**src/rtl/mips_pkg.sv**
```systemverilog
// Shared constants for the memory arbiter: FSM state encodings and parameter defaults.
// Latency: n/a (compile-time constants only).
// Backpressure: n/a.
package mips_pkg;

    // Arbiter FSM encodings, kept as plain constants for legacy tool flows
    localparam logic [1:0] ST_IDLE   = 2'd0;
    localparam logic [1:0] ST_WAIT_I = 2'd1;
    localparam logic [1:0] ST_WAIT_D = 2'd2;
    localparam logic [1:0] ST_DONE   = 2'd3;

    // Consecutive data grants tolerated while a fetch is waiting
    localparam int STARVE_MAX_DEF = 4;

    // Byte address width
    localparam int AW_DEF = 32;

    // A memory response is only expected while a transaction is outstanding
    function automatic logic resp_unexpected(input logic [1:0] st);
        return (st == ST_IDLE) || (st == ST_DONE);
    endfunction

endpackage

```
**src/rtl/starve_counter.sv**
```systemverilog
// Saturating starvation counter: counts data grants made while a fetch is pending.
// Latency: count updates on the clock edge after inc/clr; at_max is combinational from count.
// Backpressure: none; inc is ignored once count reaches sat_val, clr has priority over inc.
module starve_counter #(
    parameter int W = 3
) (
    input  logic         clk,
    input  logic         rst_n,
    input  logic         inc,
    input  logic         clr,
    input  logic [W-1:0] sat_val,
    output logic [W-1:0] count,
    output logic         at_max
);

    assign at_max = (count == sat_val);

    // Clear wins over increment; increment stops at the saturation value
    always_ff @(posedge clk or negedge rst_n) begin
        if (!rst_n) begin
            count <= '0;
        end else if (clr) begin
            count <= '0;
        end else if (inc && !at_max) begin
            count <= count + 1'b1;
        end
    end

endmodule

```
**src/rtl/mem_arbiter.sv**
```systemverilog
// Two-port (fetch/data) arbiter in front of a single-port memory, data priority with starvation override.
// Latency: request sampled in IDLE at cycle 0 -> m_req cycle 1 -> earliest m_rvalid cycle 2 -> ready cycle 3.
// Backpressure: requests are held by the requester until its ready pulse; one transaction in flight at a time.
module mem_arbiter
    import mips_pkg::*;
#(
    parameter int STARVE_MAX = STARVE_MAX_DEF,
    parameter int AW         = AW_DEF
) (
    input  logic          clk,
    input  logic          rst_n,
    input  logic          i_req,
    input  logic [AW-1:0] i_addr,
    output logic [31:0]   i_rdata,
    output logic          i_ready,
    input  logic          d_req,
    input  logic          d_we,
    input  logic [AW-1:0] d_addr,
    input  logic [31:0]   d_wdata,
    output logic [31:0]   d_rdata,
    output logic          d_ready,
    output logic          m_req,
    output logic          m_we,
    output logic [AW-1:0] m_addr,
    output logic [31:0]   m_wdata,
    input  logic          m_rvalid,
    input  logic [31:0]   m_rdata,
    output logic          err
);

    localparam int CW = (STARVE_MAX < 1) ? 1 : $clog2(STARVE_MAX + 1);

    logic [1:0]    state;
    logic [CW-1:0] starve_cnt;
    logic          starve_at_max;
    logic          in_idle;
    logic          fetch_win;
    logic          data_win;
    logic          starve_inc;
    logic          starve_clr;

    // Fixed data priority unless the fetch port has been passed over STARVE_MAX times
    always_comb begin
        in_idle    = (state == ST_IDLE);
        fetch_win  = i_req && (!d_req || starve_at_max);
        data_win   = d_req && !fetch_win;
        starve_inc = in_idle && data_win && i_req;
        starve_clr = in_idle && (fetch_win || !i_req);
    end

    starve_counter #(
        .W (CW)
    ) u_starve (
        .clk     (clk),
        .rst_n   (rst_n),
        .inc     (starve_inc),
        .clr     (starve_clr),
        .sat_val (CW'(STARVE_MAX)),
        .count   (starve_cnt),
        .at_max  (starve_at_max)
    );

    // Transaction FSM: grant in IDLE, issue and wait in WAIT_x, signal completion in DONE
    always_ff @(posedge clk or negedge rst_n) begin
        if (!rst_n) begin
            state   <= ST_IDLE;
            m_req   <= 1'b0;
            m_we    <= 1'b0;
            m_addr  <= '0;
            m_wdata <= '0;
            i_rdata <= '0;
            d_rdata <= '0;
            i_ready <= 1'b0;
            d_ready <= 1'b0;
            err     <= 1'b0;
        end else begin
            // Strobes are single-cycle unless re-asserted below
            m_req   <= 1'b0;
            i_ready <= 1'b0;
            d_ready <= 1'b0;

            // A response with nothing outstanding is flagged and otherwise dropped
            if (m_rvalid && resp_unexpected(state)) begin
                err <= 1'b1;
            end

            case (state)
                ST_IDLE: begin
                    if (fetch_win) begin
                        state  <= ST_WAIT_I;
                        m_req  <= 1'b1;
                        m_we   <= 1'b0;
                        m_addr <= i_addr;
                    end else if (data_win) begin
                        state   <= ST_WAIT_D;
                        m_req   <= 1'b1;
                        m_we    <= d_we;
                        m_addr  <= d_addr;
                        m_wdata <= d_wdata;
                    end
                end
                ST_WAIT_I: begin
                    if (m_rvalid) begin
                        i_rdata <= m_rdata;
                        i_ready <= 1'b1;
                        state   <= ST_DONE;
                    end
                end
                ST_WAIT_D: begin
                    if (m_rvalid) begin
                        d_rdata <= m_rdata;
                        d_ready <= 1'b1;
                        state   <= ST_DONE;
                    end
                end
                default: begin
                    // DONE: ready is visible this cycle; no arbitration until IDLE
                    state <= ST_IDLE;
                end
            endcase
        end
    end

endmodule

```
**config.mk**
```make
export PLATFORM = sky130hd
export DESIGN_NAME = mem_arbiter
export DESIGN_NICKNAME = d
export VERILOG_FILES = /design/src/rtl/mips_pkg.sv /design/src/rtl/starve_counter.sv /design/src/rtl/mem_arbiter.sv
export SDC_FILE = /design/constraint.sdc
export NUM_CORES = 1
export LEC_CHECK = 0
export ABC_AREA = 1
export BUFFER_PORTS_ARGS = -buffer_cell sky130_fd_sc_hd__buf_2
export CORE_MARGIN = 1.5
export CORE_UTILIZATION = 51
export DETAILED_ROUTE_END_ITERATION = 16
export PLACE_DENSITY = 0.85
export SETUP_SLACK_MARGIN = 0.05
export SYNTH_ARGS = -nofsm -noshare
export SYNTH_HDL_FRONTEND = slang
export SYNTH_SLANG_ARGS = --single-unit
```
**constraint.sdc**
```tcl
create_clock -name clk -period 2.8 [get_ports clk]
set_input_delay 0.56 -clock clk [delete_from_list [all_inputs] [get_ports clk]]
set_output_delay 0.56 -clock clk [all_outputs]
set_load 0.02 [all_outputs]
```
* Yosys cells after proc, flatten, opt, wreduce, memory -nomap -nowiden
Cells that the tools add are included.
** Storage, ports and cells
- Bits in registers :: 138
- Input bits :: 134
- Output and inout port bits :: 133
** Cells by class
- Add/sub/neg operators :: 1
- Eq/ne operators :: 6
- Mux-type cells :: 16
- Bitwise gates (word level) :: 1
- Reductions and logical operators :: 23
** Operator list (number)
- 32-bit 2-to-1 mux :: 2
- 1-bit 2-to-1 mux :: 8
- 2-bit AND reduction :: 4
- 1-bit logical AND :: 7
- 2-bit 2-to-1 mux :: 3
- 3-bit 2-to-1 mux :: 2
- 2-bit == test, second input constant :: 2
- 1-bit zero test :: 4
- 2-bit one-hot mux with 2 select lines :: 1
- 2-bit nonzero test :: 2
- 3-bit by 1-bit adder with 3-bit output, second input constant :: 1
- 3-bit == test, second input constant :: 1
- 1-bit logical OR :: 3
- 3-bit by 1-bit != test with 1-bit output, second input constant :: 1
- 3-bit AND reduction :: 1
- 2-bit by 1-bit == test with 1-bit output, second input constant :: 1
- 2-bit zero test :: 1
- 2-bit by 1-bit != test with 1-bit output, second input constant :: 1
- 2-bit OR reduction :: 1
- 1-bit inverter :: 1

* Longest topological paths before layout
Gate-level depths: netlist (run 1).
- Depth after elaboration :: 10
- Gate-level depth with buffers :: 10
- Depth with buffers taken out :: 9

* Hierarchy
A second synthesis (run 1) with hierarchy kept.
** Second synthesis, totals
- Cells, all modules :: 696
- Area, all modules :: 5856.9 µm²
** By module, submodules not included
- mem_arbiter :: times used 1, cells an instance 667, area an instance 5645.4 µm², seq. area each 3378.2 µm²
- starve_counter :: times used 1, cells an instance 29, area an instance 211.5 µm², seq. area each 75.1 µm²

* Worst setup path before layout (run 1)
OpenSTA, ideal clock, no wires.
- Path type :: in2reg
- From :: input d_req
- To :: register m_addr[10]
- Library setup time :: 117 ps
- Arrival :: 1283 ps
- Required time :: 2683 ps
- Path slack :: 1400 ps
- Cell stages on the path :: 6
- Path buffers :: 2
- Cells stage by stage :: buf_4 o21ai_4 inv_2 buf_2 nand3_1 nand2_1
** Between the ends
- Longest elaborated chain between the ends :: 7
- Elaborated cells between the ends (all ways) :: 8
** Ends and longest elaborated chain
- from (decl) :: RTL line mem_arbiter.sv:16 : input logic d_req,
- 1-bit zero test :: RTL line mem_arbiter.sv:45 : fetch_win = i_req && (!d_req || starve_at_max);
- 1-bit logical OR :: RTL line mem_arbiter.sv:45
- 1-bit logical AND :: RTL line mem_arbiter.sv:45
- 1-bit zero test :: RTL line mem_arbiter.sv:46 : data_win = d_req && !fetch_win;
- 1-bit logical AND :: RTL line mem_arbiter.sv:46
- 2-bit nonzero test (no line)
- 2-bit AND reduction (no line)
- to (signal assigned) :: RTL line mem_arbiter.sv:93 : m_addr <= i_addr;
- to (signal assigned) :: RTL line mem_arbiter.sv:98 : m_addr <= d_addr;
- to (decl) :: RTL line mem_arbiter.sv:24 : output logic [AW-1:0] m_addr,
Several ways; a longest one is shown, not always the timed one.
A chain may end at the register's enable or synchronous reset.

* Worst setup path after layout (run 1)
- From :: register state[0]
- To :: register m_wdata[26]
** Between the ends
- Longest elaborated chain between the ends :: 2
** Ends and longest elaborated chain
- from (decl) :: RTL line mem_arbiter.sv:33 : logic [1:0] state;
- from (signal assigned) :: RTL line mem_arbiter.sv:66 : state <= ST_IDLE;
- from (signal assigned) :: RTL line mem_arbiter.sv:90 : state <= ST_WAIT_I;
- from (signal assigned) :: RTL line mem_arbiter.sv:95 : state <= ST_WAIT_D;
- 2-bit zero test :: RTL line mem_arbiter.sv:87 : case (state)
- 3-bit AND reduction (no line)
- to (signal assigned) :: RTL line mem_arbiter.sv:99 : m_wdata <= d_wdata;
- to (decl) :: RTL line mem_arbiter.sv:25 : output logic [31:0] m_wdata,
No other way between the ends.

==> results of run 1 <==
## metal layers
| metal | part of all wire | vias up | track usage |
|---|---|---|---|
| li1 | - | 2661 | - |
| met3 | 0.070 | 46 | 0.0757 |
| met5 | 0 | - | 0 |
| met4 | 0.037 | 0 | 0.116 |
| met2 | 0.49 | 255 | 0.425 |
| met1 | 0.40 | 2539 | 0.317 |
## cell usage after synthesis, types with 2 or more instances
cell type,n
sky130_fd_sc_hd__clkbuf_1,11
sky130_fd_sc_hd__buf_1,3
sky130_fd_sc_hd__inv_1,73
sky130_fd_sc_hd__dfrtp_1,138
sky130_fd_sc_hd__buf_2,25
sky130_fd_sc_hd__buf_6,5
sky130_fd_sc_hd__nand3b_1,32
sky130_fd_sc_hd__ha_1,7
sky130_fd_sc_hd__nor2_1,2
sky130_fd_sc_hd__nand2_1,244
sky130_fd_sc_hd__o21ai_0,66
sky130_fd_sc_hd__nand3_1,38
sky130_fd_sc_hd__nand4_1,32
## final cells by class
type / instances / area share
well taps: 143 / 0.0225
flip-flops and latches: 138 / 0.434
inverters: 74 / 0.0349
repair buffers: 274 / 0.177
clock inverters: 14 / 0.0214
clock buffers: 17 / 0.0535
multi-input cells: 427 / 0.256
## state kept, by name, summed over array words and instances, names as in the netlist
name and count:
i_ready 1, m_we 1, m_addr 32, u_starve.count 3
m_req 1, m_wdata 32, err 1, d_ready 1
i_rdata 32, state 2, d_rdata 32
## cells by family (layout without fill, tap and decap cells)
kind of cell / Yosys count / count (layout) / share of synthesized area
and+or+nand+nor: 351 / 351 / 0.263
DFF: 138 / 138 / 0.575
buffers and inverters: 119 / 379 / 0.0865
AOI/OAI and AO/OA: 68 / 68 / 0.0590
adders and majority gates: 7 / 7 / 0.0146
xor gates and xnor gates: 1 / 1 / 0.00146
## per-stage QoR
stage	total power [uW]	hold slack [ns]	setup slack (ns)
final	9670	0.171	0.872
after global routing	10300	0.226	0.697
after CTS	9740	0.194	0.858
after detailed placement	7460	0.453	0.815
after global placement	7330	0.449	0.856
after floorplan	6020	0.264	1.40
## final timing paths
kind,startpoint,endpoint,slack [ns],cells past startpoint
max in group asynchronous,rst_n,m_addr[27],1.88,2
worst max register to register,state[0],m_wdata[26],0.87,5
min in group clk,d_we,m_we,0.39,3
worst max-delay path,state[0],m_wdata[26],0.87,5
worst min register to register,m_wdata[30],m_wdata[30],0.46,2
worst min-delay path,rst_n,d_rdata[14],0.17,1
## power by group through the flow
stage / logic, uW / registers [uW] / clock network (uW)
6_report: 4000 / 3420 / 2250
5_1_grt: 4410 / 3530 / 2390
4_1_cts: 4040 / 3410 / 2290
3_5_place_dp: 4040 / 3420 / 0
3_3_place_gp: 3920 / 3400 / 0
2_1_floorplan: 1510 / 4500 / 0
==> impl_results.html, run 1 <==
<table>
<tr><th>Metric</th><th>Value</th></tr>
<tr><th colspan="2">Status</th></tr>
<tr><td>Status</td><td>completed</td></tr>
<tr><th colspan="2">Setup path</th></tr>
<tr><td>List of cells traversed by the critical path</td><td>inv_1, ha_1, nand3_2, nand2_1, nand2_1</td></tr>
<tr><td>Cell occurring most often along the worst timing path</td><td>sky130_fd_sc_hd__nand2_1</td></tr>
<tr><td>Endpoint kind of the worst setup timing path</td><td>flop</td></tr>
<tr><td>Sort of element at the start of the critical path</td><td>flop</td></tr>
<tr><td>Library cell contributing the largest single delay on the critical path</td><td>sky130_fd_sc_hd__nand3_2</td></tr>
<tr><td>Critical path class</td><td>reg2reg</td></tr>
<tr><td>Arr. time, crit path</td><td>2.21 ns</td></tr>
<tr><td>Slowest cell delay on critical path</td><td>between 0.5 and 0.6 ns</td></tr>
<tr><td>Data required time of the worst path</td><td>3.08 ns</td></tr>
<tr><td>Family with the most delay on the worst path</td><td>simple AND/OR/NAND/NOR gates</td></tr>
<tr><td>Worst-path maximum fanout</td><td>32</td></tr>
<tr><td>Number of buffer and inverter instances along the worst setup path</td><td>1</td></tr>
<tr><th colspan="2">Power</th></tr>
<tr><td>Net load switching power</td><td>4070 uW</td></tr>
<tr><td>Clock network power share</td><td>0.233</td></tr>
<tr><td>Combinational Power Share</td><td>0.413</td></tr>
<tr><td>Net Sw Frac</td><td>0.421</td></tr>
<tr><td>Power density normalized to cell area</td><td>between 1000 and 1500 nW/um2</td></tr>
<tr><td>Internal cell power</td><td>5600 uW</td></tr>
<tr><td>Register share of total power</td><td>0.354</td></tr>
<tr><td>Leakage power total</td><td>0.00463 uW</td></tr>
<tr><td>Maximum vdd ir drop</td><td>0.700 mV</td></tr>
<tr><th colspan="2">Placed design</th></tr>
<tr><td>Post-placement cell area</td><td>around 7400 um2</td></tr>
<tr><td>Global placement routability congestion</td><td>0.832</td></tr>
<tr><td>Count of placed standard cells including taps</td><td>1056</td></tr>
<tr><td>Post-detail-place hpwl</td><td>roughly 11000 um</td></tr>
<tr><td>Buffers on Ports</td><td>266</td></tr>
<tr><th colspan="2">Timing</th></tr>
<tr><td>Final setup violation count</td><td>0</td></tr>
<tr><td>Clock tree skew after final layout</td><td>~0.011 ns</td></tr>
<tr><td>Setup repair after global routing missed its margin</td><td>false</td></tr>
<tr><td>Final Hold Fails</td><td>0</td></tr>
<tr><td>Minimum clock period after layout</td><td>1.93 ns</td></tr>
<tr><td>Worst Max-Slew Pin Slew</td><td>1.03 ns</td></tr>
<tr><td>Final TNS setup</td><td>0 ns</td></tr>
<tr><td>Final period utilization</td><td>0.688</td></tr>
<tr><td>Worst-case headroom to the max-slew limit</td><td>0.312</td></tr>
<tr><td>Highest achievable clock rate</td><td>roughly 520 MHz</td></tr>
<tr><td>Max-slew violation total from the final report</td><td>0</td></tr>
<tr><th colspan="2">Global route</th></tr>
<tr><td>Initial antenna violation count</td><td>0</td></tr>
<tr><td>Via count of the first global-routing pass</td><td>5435</td></tr>
<tr><td>Total global routing track utilization</td><td>0.258</td></tr>
<tr><td>Grt ovf</td><td>0</td></tr>
<tr><td>Global-route wire length before repair</td><td>25700 um</td></tr>
<tr><td>Pin count of the biggest net entering global routing</td><td>between 80 and 90</td></tr>
<tr><th colspan="2">Route</th></tr>
<tr><td>Routed length per instance</td><td>14.2 um</td></tr>
<tr><td>Post-route DRC violation count</td><td>0</td></tr>
<tr><td>Number of DRC markers in iteration 0</td><td>503</td></tr>
<tr><td>Routed via count</td><td>5501</td></tr>
<tr><td>Remaining antenna violation count after routing</td><td>0</td></tr>
<tr><td>Detailed Routing Iterations Pass 1</td><td>5</td></tr>
<tr><td>Routed Wire Length</td><td>15500 um</td></tr>
<tr><td>Via count normalized by instance count</td><td>5.06</td></tr>
<tr><th colspan="2">Clock tree</th></tr>
<tr><td>Sinks on Clock Net</td><td>138</td></tr>
<tr><td># Post-CTS Setup Buffers</td><td>0</td></tr>
<tr><td>Number of buffers on the longest clock path</td><td>2</td></tr>
<tr><td>Depth of the CTS H-tree</td><td>4</td></tr>
<tr><td>CTS clock-pin slew for the worst setup and hold paths</td><td>0.06 ns</td></tr>
<tr><td>PostCTS Resize Cnt</td><td>0</td></tr>
<tr><td>Hold-fix buffers at CTS</td><td>0</td></tr>
<tr><td>Root buffer selected by CTS</td><td>sky130_fd_sc_hd__clkbuf_16</td></tr>
<tr><td>CTS tree</td><td>done</td></tr>
<tr><td>Number of clock buffers inserted by TritonCTS</td><td>17</td></tr>
<tr><td>Clock insertion delay at the later pin of the skew report</td><td>0.41 ns</td></tr>
<tr><th colspan="2">Die</th></tr>
<tr><td>Number of core rows</td><td>39</td></tr>
<tr><td>Horizontal extent of the die</td><td>around 110 um</td></tr>
<tr><td>Total Die Area</td><td>12400 um2</td></tr>
<tr><td># IOs</td><td>about 270</td></tr>
<tr><td>Die outline height</td><td>112 um</td></tr>
<tr><td>Initial core utilization</td><td>0.524</td></tr>
<tr><td>Std-Cell Core Area</td><td>11500 um2</td></tr>
<tr><th colspan="2">Logic synthesis</th></tr>
<tr><td>Register bit count reported by yosys</td><td>138</td></tr>
<tr><td>FFs w/ async S/R, synth</td><td>1.00</td></tr>
<tr><td>Post-synthesis instance area</td><td>6000 um2</td></tr>
<tr><td>Cells taking the most area after synthesis</td><td>sky130_fd_sc_hd__dfrtp_1 (58%), sky130_fd_sc_hd__nand2_1 (15%), sky130_fd_sc_hd__o21ai_0 (5.5%)</td></tr>
<tr><td>Synth Net Count</td><td>825</td></tr>
<tr><td>Gate Count Post-Synth</td><td>684</td></tr>
<tr><td>Area share of the largest cell type after synthesis</td><td>0.575</td></tr>
<tr><td>Main synth FF type</td><td>sky130_fd_sc_hd__dfrtp_1</td></tr>
<tr><td>Count of flip-flops with a built-in enable after synthesis</td><td>0</td></tr>
<tr><td>Count of distinct cell types in the synthesized netlist</td><td>21</td></tr>
<tr><td>Register area share after synthesis</td><td>0.575</td></tr>
<tr><td>Library cell with the largest summed area after synthesis</td><td>sky130_fd_sc_hd__dfrtp_1</td></tr>
<tr><td>Number of warnings reported in the yosys synthesis log</td><td>0</td></tr>
<tr><td>Avg Synthesized Cell Area</td><td>roughly 8.8 um2</td></tr>
<tr><th colspan="2">Layout</th></tr>
<tr><td>Filler instances</td><td>just over 900</td></tr>
<tr><td>Register cell area after layout</td><td>3450 um2</td></tr>
<tr><td>Footprint of the multi-input gates</td><td>2040 um2</td></tr>
<tr><td>Share of post-route cells with drive strength above 1</td><td>0.331</td></tr>
<tr><td>Total number of nets in the final design</td><td>between 1k and 1.5k</td></tr>
<tr><td>Final core utilization</td><td>0.694</td></tr>
<tr><td>Commonest cells after routing, fill and taps aside</td><td>sky130_fd_sc_hd__buf_2 (265), sky130_fd_sc_hd__nand2_1 (242), sky130_fd_sc_hd__dfrtp_1 (138)</td></tr>
<tr><td>Number of cells in the finished layout apart from fillers</td><td>1087</td></tr>
<tr><td>Most frequent standard cell in the layout excluding fill and tap cells</td><td>sky130_fd_sc_hd__buf_2</td></tr>
<tr><td>Inserted Diodes</td><td>0</td></tr>
<tr><td>Area delta synth-&gt;final</td><td>32.4%</td></tr>
<tr><td>Post-layout instance area</td><td>7950 um2</td></tr>
<tr><th colspan="2">Hold path</th></tr>
<tr><td>Type of the worst min-delay path</td><td>in2async</td></tr>
<tr><th colspan="2">Run</th></tr>
<tr><td>Max-cap violation count</td><td>0</td></tr>
</table>
Power figures use the tool's default switching activity.
==> inputs of run 2 (changes only) <==
CORE_UTILIZATION = 43   (was 51)
PLACE_DENSITY = 0.77   (was 0.85)
clock period = 1.7 ns   (was 2.8 ns; I/O delays follow)
==> impl_results.html, run 2 (synthesis gave the netlist of run 1 again) <==
<table>
<tr><th>Metric</th><th>Value</th></tr>
<tr><th colspan="2">Status</th></tr>
<tr><td>Status</td><td>completed</td></tr>
<tr><th colspan="2">Clock tree</th></tr>
<tr><td>Clock insertion delay at the later pin of the skew report</td><td>0.42 ns (about the same)</td></tr>
<tr><td>Number of buffers on the longest clock path</td><td>2 (unchanged)</td></tr>
<tr><td>Depth of the CTS H-tree</td><td>4 (unchanged)</td></tr>
<tr><td>CTS tree</td><td>done</td></tr>
<tr><td>Number of clock buffers inserted by TritonCTS</td><td>17 (unchanged)</td></tr>
<tr><td>Sinks on Clock Net</td><td>138 (unchanged)</td></tr>
<tr><td>Root buffer selected by CTS</td><td>sky130_fd_sc_hd__clkbuf_16</td></tr>
<tr><td>CTS clock-pin slew for the worst setup and hold paths</td><td>0.06 ns (about the same)</td></tr>
<tr><th colspan="2">Route</th></tr>
<tr><td>Routed Wire Length</td><td>15800 um (+2.1%)</td></tr>
<tr><td>Routed length per instance</td><td>14.0 um (-1.8%)</td></tr>
<tr><td>Routed via count</td><td>5469 (-0.58%)</td></tr>
<tr><td>Via count normalized by instance count</td><td>4.84 (-4.4%)</td></tr>
<tr><td>Number of DRC markers in iteration 0</td><td>325 (-35%)</td></tr>
<tr><td>Remaining antenna violation count after routing</td><td>0 (unchanged)</td></tr>
<tr><td>Detailed Routing Iterations Pass 1</td><td>4 (-1)</td></tr>
<tr><td>Post-route DRC violation count</td><td>0 (unchanged)</td></tr>
<tr><th colspan="2">Timing</th></tr>
<tr><td>Final period utilization</td><td>0.870 (+0.182)</td></tr>
<tr><td>Worst-case headroom to the max-slew limit</td><td>0.763 (+0.451)</td></tr>
<tr><td>Final Hold Fails</td><td>0 (unchanged)</td></tr>
<tr><td>Final TNS setup</td><td>0 ns (unchanged)</td></tr>
<tr><td>Final setup violation count</td><td>0 (unchanged)</td></tr>
<tr><td>Worst Max-Slew Pin Slew</td><td>0.356 ns (-0.673 ns)</td></tr>
<tr><td>Highest achievable clock rate</td><td>676 MHz (+30%)</td></tr>
<tr><td>Max-slew violation total from the final report</td><td>0 (unchanged)</td></tr>
<tr><td>Clock tree skew after final layout</td><td>0.00914 ns (-0.00163 ns)</td></tr>
<tr><td>Setup repair after global routing missed its margin</td><td>false</td></tr>
<tr><td>Minimum clock period after layout</td><td>1.48 ns (-0.448 ns)</td></tr>
<tr><th colspan="2">Global route</th></tr>
<tr><td>Grt ovf</td><td>0 (unchanged)</td></tr>
<tr><td>Global-route wire length before repair</td><td>25900 um (+0.99%)</td></tr>
<tr><td>Initial antenna violation count</td><td>0 (unchanged)</td></tr>
<tr><td>Pin count of the biggest net entering global routing</td><td>66 (-19%)</td></tr>
<tr><td>Via count of the first global-routing pass</td><td>5375 (-1.1%)</td></tr>
<tr><td>Total global routing track utilization</td><td>0.226 (-0.0322)</td></tr>
<tr><th colspan="2">Die</th></tr>
<tr><td>Horizontal extent of the die</td><td>121 um (+8.7%)</td></tr>
<tr><td>Die outline height</td><td>121 um (+8.7%)</td></tr>
<tr><td>Initial core utilization</td><td>0.446 (-0.0773)</td></tr>
<tr><td>Total Die Area</td><td>14700 um2 (+18%)</td></tr>
<tr><td>Std-Cell Core Area</td><td>13500 um2 (+17%)</td></tr>
<tr><td># IOs</td><td>267 (unchanged)</td></tr>
<tr><td>Number of core rows</td><td>42 (+7.7%)</td></tr>
<tr><th colspan="2">Layout</th></tr>
<tr><td>Area delta synth-&gt;final</td><td>36.3%</td></tr>
<tr><td>Most frequent standard cell in the layout excluding fill and tap cells</td><td>sky130_fd_sc_hd__buf_2</td></tr>
<tr><td>Share of post-route cells with drive strength above 1</td><td>0.336 (+0.00597)</td></tr>
<tr><td>Number of cells in the finished layout apart from fillers</td><td>1130 (+4.0%)</td></tr>
<tr><td>Commonest cells after routing, fill and taps aside</td><td>sky130_fd_sc_hd__buf_2 (265), sky130_fd_sc_hd__nand2_1 (242), sky130_fd_sc_hd__dfrtp_1 (138)</td></tr>
<tr><td>Total number of nets in the final design</td><td>1082 (+0.84%)</td></tr>
<tr><td>Filler instances</td><td>1223 (+34%)</td></tr>
<tr><td>Inserted Diodes</td><td>0 (unchanged)</td></tr>
<tr><td>Footprint of the multi-input gates</td><td>2050 um2 (+0.61%)</td></tr>
<tr><td>Register cell area after layout</td><td>3450 um2 (unchanged)</td></tr>
<tr><th colspan="2">Placed design</th></tr>
<tr><td>Buffers on Ports</td><td>266 (unchanged)</td></tr>
<tr><td>Global placement routability congestion</td><td>0.815 (-2.1%)</td></tr>
<tr><td>Count of placed standard cells including taps</td><td>1097 (+3.9%)</td></tr>
<tr><td>Post-detail-place hpwl</td><td>11000 um (+2.6%)</td></tr>
<tr><th colspan="2">Setup path</th></tr>
<tr><td>Worst-path maximum fanout</td><td>32 (unchanged)</td></tr>
<tr><td>Sort of element at the start of the critical path</td><td>flop</td></tr>
<tr><td>Critical path class</td><td>reg2reg</td></tr>
<tr><td>Data required time of the worst path</td><td>2.00 ns (-1.08 ns)</td></tr>
<tr><td>Endpoint kind of the worst setup timing path</td><td>flop</td></tr>
<tr><td>Arr. time, crit path</td><td>1.78 ns (-0.43 ns)</td></tr>
<tr><th colspan="2">Run</th></tr>
<tr><td>Max-cap violation count</td><td>0 (unchanged)</td></tr>
<tr><th colspan="2">Hold path</th></tr>
<tr><td>Type of the worst min-delay path</td><td>in2reg</td></tr>
<tr><th colspan="2">Power</th></tr>
<tr><td>Maximum vdd ir drop</td><td>0.909 mV (+30%)</td></tr>
<tr><td>Power density normalized to cell area</td><td>1980 nW/um2 (+63%)</td></tr>
<tr><td>Leakage power total</td><td>0.00472 uW (+1.8%)</td></tr>
</table>
-- run 2: worst max-delay path, cell delays in order, from the launching register on --
cell                      delay (ns)
sky130_fd_sc_hd__dfrtp_1        0.36
sky130_fd_sc_hd__inv_1          0.07
sky130_fd_sc_hd__ha_1           0.19
sky130_fd_sc_hd__nand2_1        0.12
sky130_fd_sc_hd__nand2_4        0.07
sky130_fd_sc_hd__nand2_2        0.13
sky130_fd_sc_hd__nand3_2        0.08
sky130_fd_sc_hd__buf_6          0.19
sky130_fd_sc_hd__nand2_1        0.09
sky130_fd_sc_hd__nand2_1        0.04
-- run 2: power breakdown --
part           switching [uW]  internal, uW  leakage [uW]  total [uW]
clock network            1420          2360      0.000286        3780
registers                 820          4820       0.00172        5640
logic                    4520          2290       0.00271        6810
total                    6770          9460       0.00472       16200
-- run 2: worst paths after layout --
path                              startpoint           to  slack (ns)  cells past startpoint
setup / recovery           u_starve.count[0]   m_wdata[1]        0.22                      9
hold / removal                          d_we         m_we        0.17                      3
setup reg to reg           u_starve.count[0]   m_wdata[1]        0.22                      9
hold reg to reg                  m_wdata[10]  m_wdata[10]        0.47                      2
max in group asynchronous              rst_n   m_addr[30]        0.75                      3
min in group asynchronous              rst_n  i_rdata[21]        0.39                      2
-- run 2: routing by layer --
metal,GRT usage,wire length [um],up-vias
met3,0.0602,1080,38
met4,0.110,507,0
met5,0,0,-
met1,0.271,6340,2527
li1,-,-,2687
met2,0.377,7880,217
-- run 2: timing repair --
item / 4_1_cts / 5_1_grt
setup buffers: 0 / 0
gates resized for setup: 0 / 6
endpoints found under the setup margin: 0 / 64
hold endpoints to repair: 31 / 0
hold buffers: 1 / 0
-- run 2: layout make-up --
class | count | share of cell area
clock buffer | 19 | 0.0541
clock inverter | 13 | 0.0206
inverter | 74 | 0.0339
multi-input combinational | 427 | 0.250
sequential | 138 | 0.422
tap | 176 | 0.0269
timing repair buffer | 283 | 0.192
-- run 2: stage by stage --
stage,utilization,total power [uW],area [um2],hold WS [ns],setup slack [ns]
floorplan,-,9910,6000,0.0444,0.355
global placement,0.560,12300,7530,0.260,0.136
detailed placement,0.560,12500,7530,0.260,0.105
CTS,0.606,16300,8160,0.148,0.0870
global route,0.608,17300,8180,0.162,0.0607
finish,0.608,16200,8180,0.166,0.221
==> inputs of run 3 (changes only) <==
PLACE_DENSITY = 0.86   (was 0.77)
RECOVER_POWER = 100   (was unset)
==> impl_results.html, run 3 (synthesis gave the netlist of run 1 again) <==
<table>
<tr><th>Metric</th><th>Value</th></tr>
<tr><th colspan="2">Status</th></tr>
<tr><td>Status</td><td>completed</td></tr>
<tr><th colspan="2">Timing</th></tr>
<tr><td>Setup repair after global routing missed its margin</td><td>false</td></tr>
<tr><td>Worst hold margin</td><td>0.159 ns (-0.00657 ns)</td></tr>
<tr><td>Final Hold Fails</td><td>0 (unchanged)</td></tr>
<tr><td>Final setup violation count</td><td>0 (unchanged)</td></tr>
<tr><td>Highest achievable clock rate</td><td>648 MHz (-4.1%)</td></tr>
<tr><td>Final period utilization</td><td>0.908 (+0.0375)</td></tr>
<tr><td>Max-slew violation total from the final report</td><td>0 (unchanged)</td></tr>
<tr><td>Final TNS setup</td><td>0 ns (unchanged)</td></tr>
<tr><td>Worst Max-Slew Pin Slew</td><td>1.04 ns (+0.683 ns)</td></tr>
<tr><td>Worst-case headroom to the max-slew limit</td><td>0.308 (-0.455)</td></tr>
<tr><td>Minimum clock period after layout</td><td>1.54 ns (+0.0637 ns)</td></tr>
<tr><td>Clock tree skew after final layout</td><td>0.00605 ns (-0.00309 ns)</td></tr>
<tr><th colspan="2">Power</th></tr>
<tr><td>Power density normalized to cell area</td><td>2010 nW/um2 (+1.6%)</td></tr>
<tr><td>Maximum vdd ir drop</td><td>1.20 mV (+32%)</td></tr>
<tr><td>Leakage power total</td><td>0.00431 uW (-8.5%)</td></tr>
<tr><td>Total Power</td><td>16300 uW (+0.17%)</td></tr>
<tr><th colspan="2">Hold path</th></tr>
<tr><td>Critical hold path startpoint</td><td>d_we</td></tr>
<tr><td>End of the worst hold path</td><td>m_we</td></tr>
<tr><td>Count of cells along the worst hold path</td><td>3 (unchanged)</td></tr>
<tr><td>Type of the worst min-delay path</td><td>in2reg</td></tr>
<tr><th colspan="2">Clock tree</th></tr>
<tr><td>Clock insertion delay at the later pin of the skew report</td><td>0.41 ns (about the same)</td></tr>
<tr><td>Number of clock buffers inserted by TritonCTS</td><td>17 (unchanged)</td></tr>
<tr><td>CTS tree</td><td>done</td></tr>
<tr><td>CTS clock-pin slew for the worst setup and hold paths</td><td>0.06 ns (about the same)</td></tr>
<tr><td>Number of buffers on the longest clock path</td><td>2 (unchanged)</td></tr>
<tr><td>Depth of the CTS H-tree</td><td>4 (unchanged)</td></tr>
<tr><td>Sinks on Clock Net</td><td>138 (unchanged)</td></tr>
<tr><td>Root buffer selected by CTS</td><td>sky130_fd_sc_hd__clkbuf_16</td></tr>
<tr><th colspan="2">Placed design</th></tr>
<tr><td>Post-detail-place hpwl</td><td>11100 um (+1.4%)</td></tr>
<tr><td>Buffers on Ports</td><td>266 (unchanged)</td></tr>
<tr><td>Global placement routability congestion</td><td>0.759 (-6.9%)</td></tr>
<tr><td>Post-placement cell area</td><td>7540 um2 (+0.13%)</td></tr>
<tr><th colspan="2">Route</th></tr>
<tr><td>Routed length per instance</td><td>14.1 um (+0.60%)</td></tr>
<tr><td>Post-route DRC violation count</td><td>0 (unchanged)</td></tr>
<tr><td>Detailed Routing Iterations Pass 1</td><td>4 (unchanged)</td></tr>
<tr><td>Routed via count</td><td>5440 (-0.53%)</td></tr>
<tr><td>Remaining antenna violation count after routing</td><td>0 (unchanged)</td></tr>
<tr><td>Routed Wire Length</td><td>15900 um (+0.51%)</td></tr>
<tr><td>Number of DRC markers in iteration 0</td><td>393 (+21%)</td></tr>
<tr><td>Via count normalized by instance count</td><td>4.82 (-0.44%)</td></tr>
<tr><th colspan="2">Setup path</th></tr>
<tr><td>Reg-to-reg critical path startpoint</td><td>state[0]</td></tr>
<tr><td>Data required time of the worst path</td><td>2.00 ns (about the same)</td></tr>
<tr><td>Endpoint kind of the worst setup timing path</td><td>flop</td></tr>
<tr><td>Critical path class</td><td>reg2reg</td></tr>
<tr><td>Worst-path maximum fanout</td><td>32 (unchanged)</td></tr>
<tr><td>Worst reg2reg setup slack</td><td>0.16 ns (-0.06 ns)</td></tr>
<tr><td>Cells on worst reg2reg path</td><td>7 (-2)</td></tr>
<tr><td>Arr. time, crit path</td><td>1.84 ns (+0.06 ns)</td></tr>
<tr><td>Sort of element at the start of the critical path</td><td>flop</td></tr>
<tr><td>Worst r2r dst</td><td>m_wdata[1]</td></tr>
<tr><th colspan="2">Die</th></tr>
<tr><td>Die outline height</td><td>121 um (unchanged)</td></tr>
<tr><td># IOs</td><td>267 (unchanged)</td></tr>
<tr><td>Horizontal extent of the die</td><td>121 um (unchanged)</td></tr>
<tr><td>Initial core utilization</td><td>0.446 (unchanged)</td></tr>
<tr><td>Total Die Area</td><td>14700 um2 (unchanged)</td></tr>
<tr><td>Number of core rows</td><td>42 (unchanged)</td></tr>
<tr><td>Std-Cell Core Area</td><td>13500 um2 (unchanged)</td></tr>
<tr><th colspan="2">Layout</th></tr>
<tr><td>Post-layout instance area</td><td>8070 um2 (-1.4%)</td></tr>
<tr><td>Final core utilization</td><td>0.600 (-0.00828)</td></tr>
<tr><td>Filler instances</td><td>1225 (+0.16%)</td></tr>
<tr><td>Total number of nets in the final design</td><td>1081 (-0.092%)</td></tr>
<tr><td>Commonest cells after routing, fill and taps aside</td><td>sky130_fd_sc_hd__nand2_1 (244), sky130_fd_sc_hd__dfrtp_1 (138), sky130_fd_sc_hd__buf_2 (133), sky130_fd_sc_hd__clkbuf_1 (133), sky130_fd_sc_hd__inv_1 (73)</td></tr>
<tr><td>Inserted Diodes</td><td>0 (unchanged)</td></tr>
<tr><td>Area delta synth-&gt;final</td><td>34.4%</td></tr>
<tr><td>Most frequent standard cell in the layout excluding fill and tap cells</td><td>sky130_fd_sc_hd__nand2_1</td></tr>
<tr><td>Share of post-route cells with drive strength above 1</td><td>0.194 (-0.142)</td></tr>
<tr><th colspan="2">Global route</th></tr>
<tr><td>Pin count of the biggest net entering global routing</td><td>66 (unchanged)</td></tr>
<tr><td>Via count of the first global-routing pass</td><td>5237 (-2.6%)</td></tr>
<tr><td>Total global routing track utilization</td><td>0.219 (-0.00657)</td></tr>
<tr><td>Initial antenna violation count</td><td>0 (unchanged)</td></tr>
<tr><td>Grt ovf</td><td>0 (unchanged)</td></tr>
<tr><td>Global-route wire length before repair</td><td>25100 um (-3.2%)</td></tr>
<tr><th colspan="2">Run</th></tr>
<tr><td>Max-cap violation count</td><td>0 (unchanged)</td></tr>
</table>
-- run 3: changes by cell type in the layout (fill, tap and decap cells not counted), sizes merged --
cell / change
buf: -135
clkbuf: +133
bufinv: +2
clkinvlp: -2
clkinv: +1
-- run 3: power breakdown --
group          total (uW)  switching, uW  internal, uW  leakage [uW]
registers            5680            858          4820       0.00172
logic                6520           4590          1930       0.00228
clock network        4050           1400          2650      0.000317
total               16300           6850          9410       0.00431
-- run 3: worst max-delay path by stage --
stage                            from         end  depth (start not counted)
finish                       state[0]  m_wdata[1]                          7
global route        u_starve.count[0]  m_wdata[6]                          9
CTS                          state[0]  m_wdata[1]                          7
detailed placement           state[0]  m_wdata[1]                          7
global placement             state[0]  m_addr[25]                          6
floorplan           u_starve.count[0]  m_addr[24]                         10
-- run 3: through the flow --
| step | cells | worst slack, ns |
|---|---|---|
| 2_1_floorplan | 684 | 0.355 |
| 3_3_place_gp | 1095 | 0.119 |
| 3_5_place_dp | 1095 | 0.0260 |
| 4_1_cts | 1128 | 0.0653 |
| 5_1_grt | 1129 | 0.0532 |
| 6_report | 1129 | 0.157 |
-- run 3: area by class of cell --
class | count | area, um2 | share of cell area
flip-flops and latches | 138 | 3450 | 0.428
well taps | 176 | 220 | 0.0273
repair buffers | 282 | 1420 | 0.176
clock buffers | 18 | 439 | 0.0544
multi-input cells | 427 | 2040 | 0.253
clock inverters | 14 | 219 | 0.0271
inverters | 74 | 280 | 0.0347
-- run 3: timing repair --
action                                 CTS  global route
resized for setup                        1             4
gates cloned                             0             1
buffers inserted                         0             0
endpoints found under the hold margin   39             0
hold buffers                             1             0
pin swaps                                0             0
setup endpoints to repair               53            65
-- run 3: layer usage --
metal / vias to the layer above / GRT usage / wire, um
met3: 39 / 0.0616 / 1040
li1: 2680 / - / -
met1: 2499 / 0.261 / 6360
met5: - / 0 / 0
met2: 222 / 0.370 / 8020
met4: 0 / 0.0985 / 464
-- run 3: worst max-delay path, stage by stage (launching register included) --
cell and delay [ns]:
sky130_fd_sc_hd__dfrtp_1 0.41, sky130_fd_sc_hd__inv_1 0.17, sky130_fd_sc_hd__ha_4 0.22, sky130_fd_sc_hd__buf_12 0.16, sky130_fd_sc_hd__nand3_1 0.11, sky130_fd_sc_hd__buf_6 0.20
sky130_fd_sc_hd__nand2_1 0.09, sky130_fd_sc_hd__nand2_1 0.05
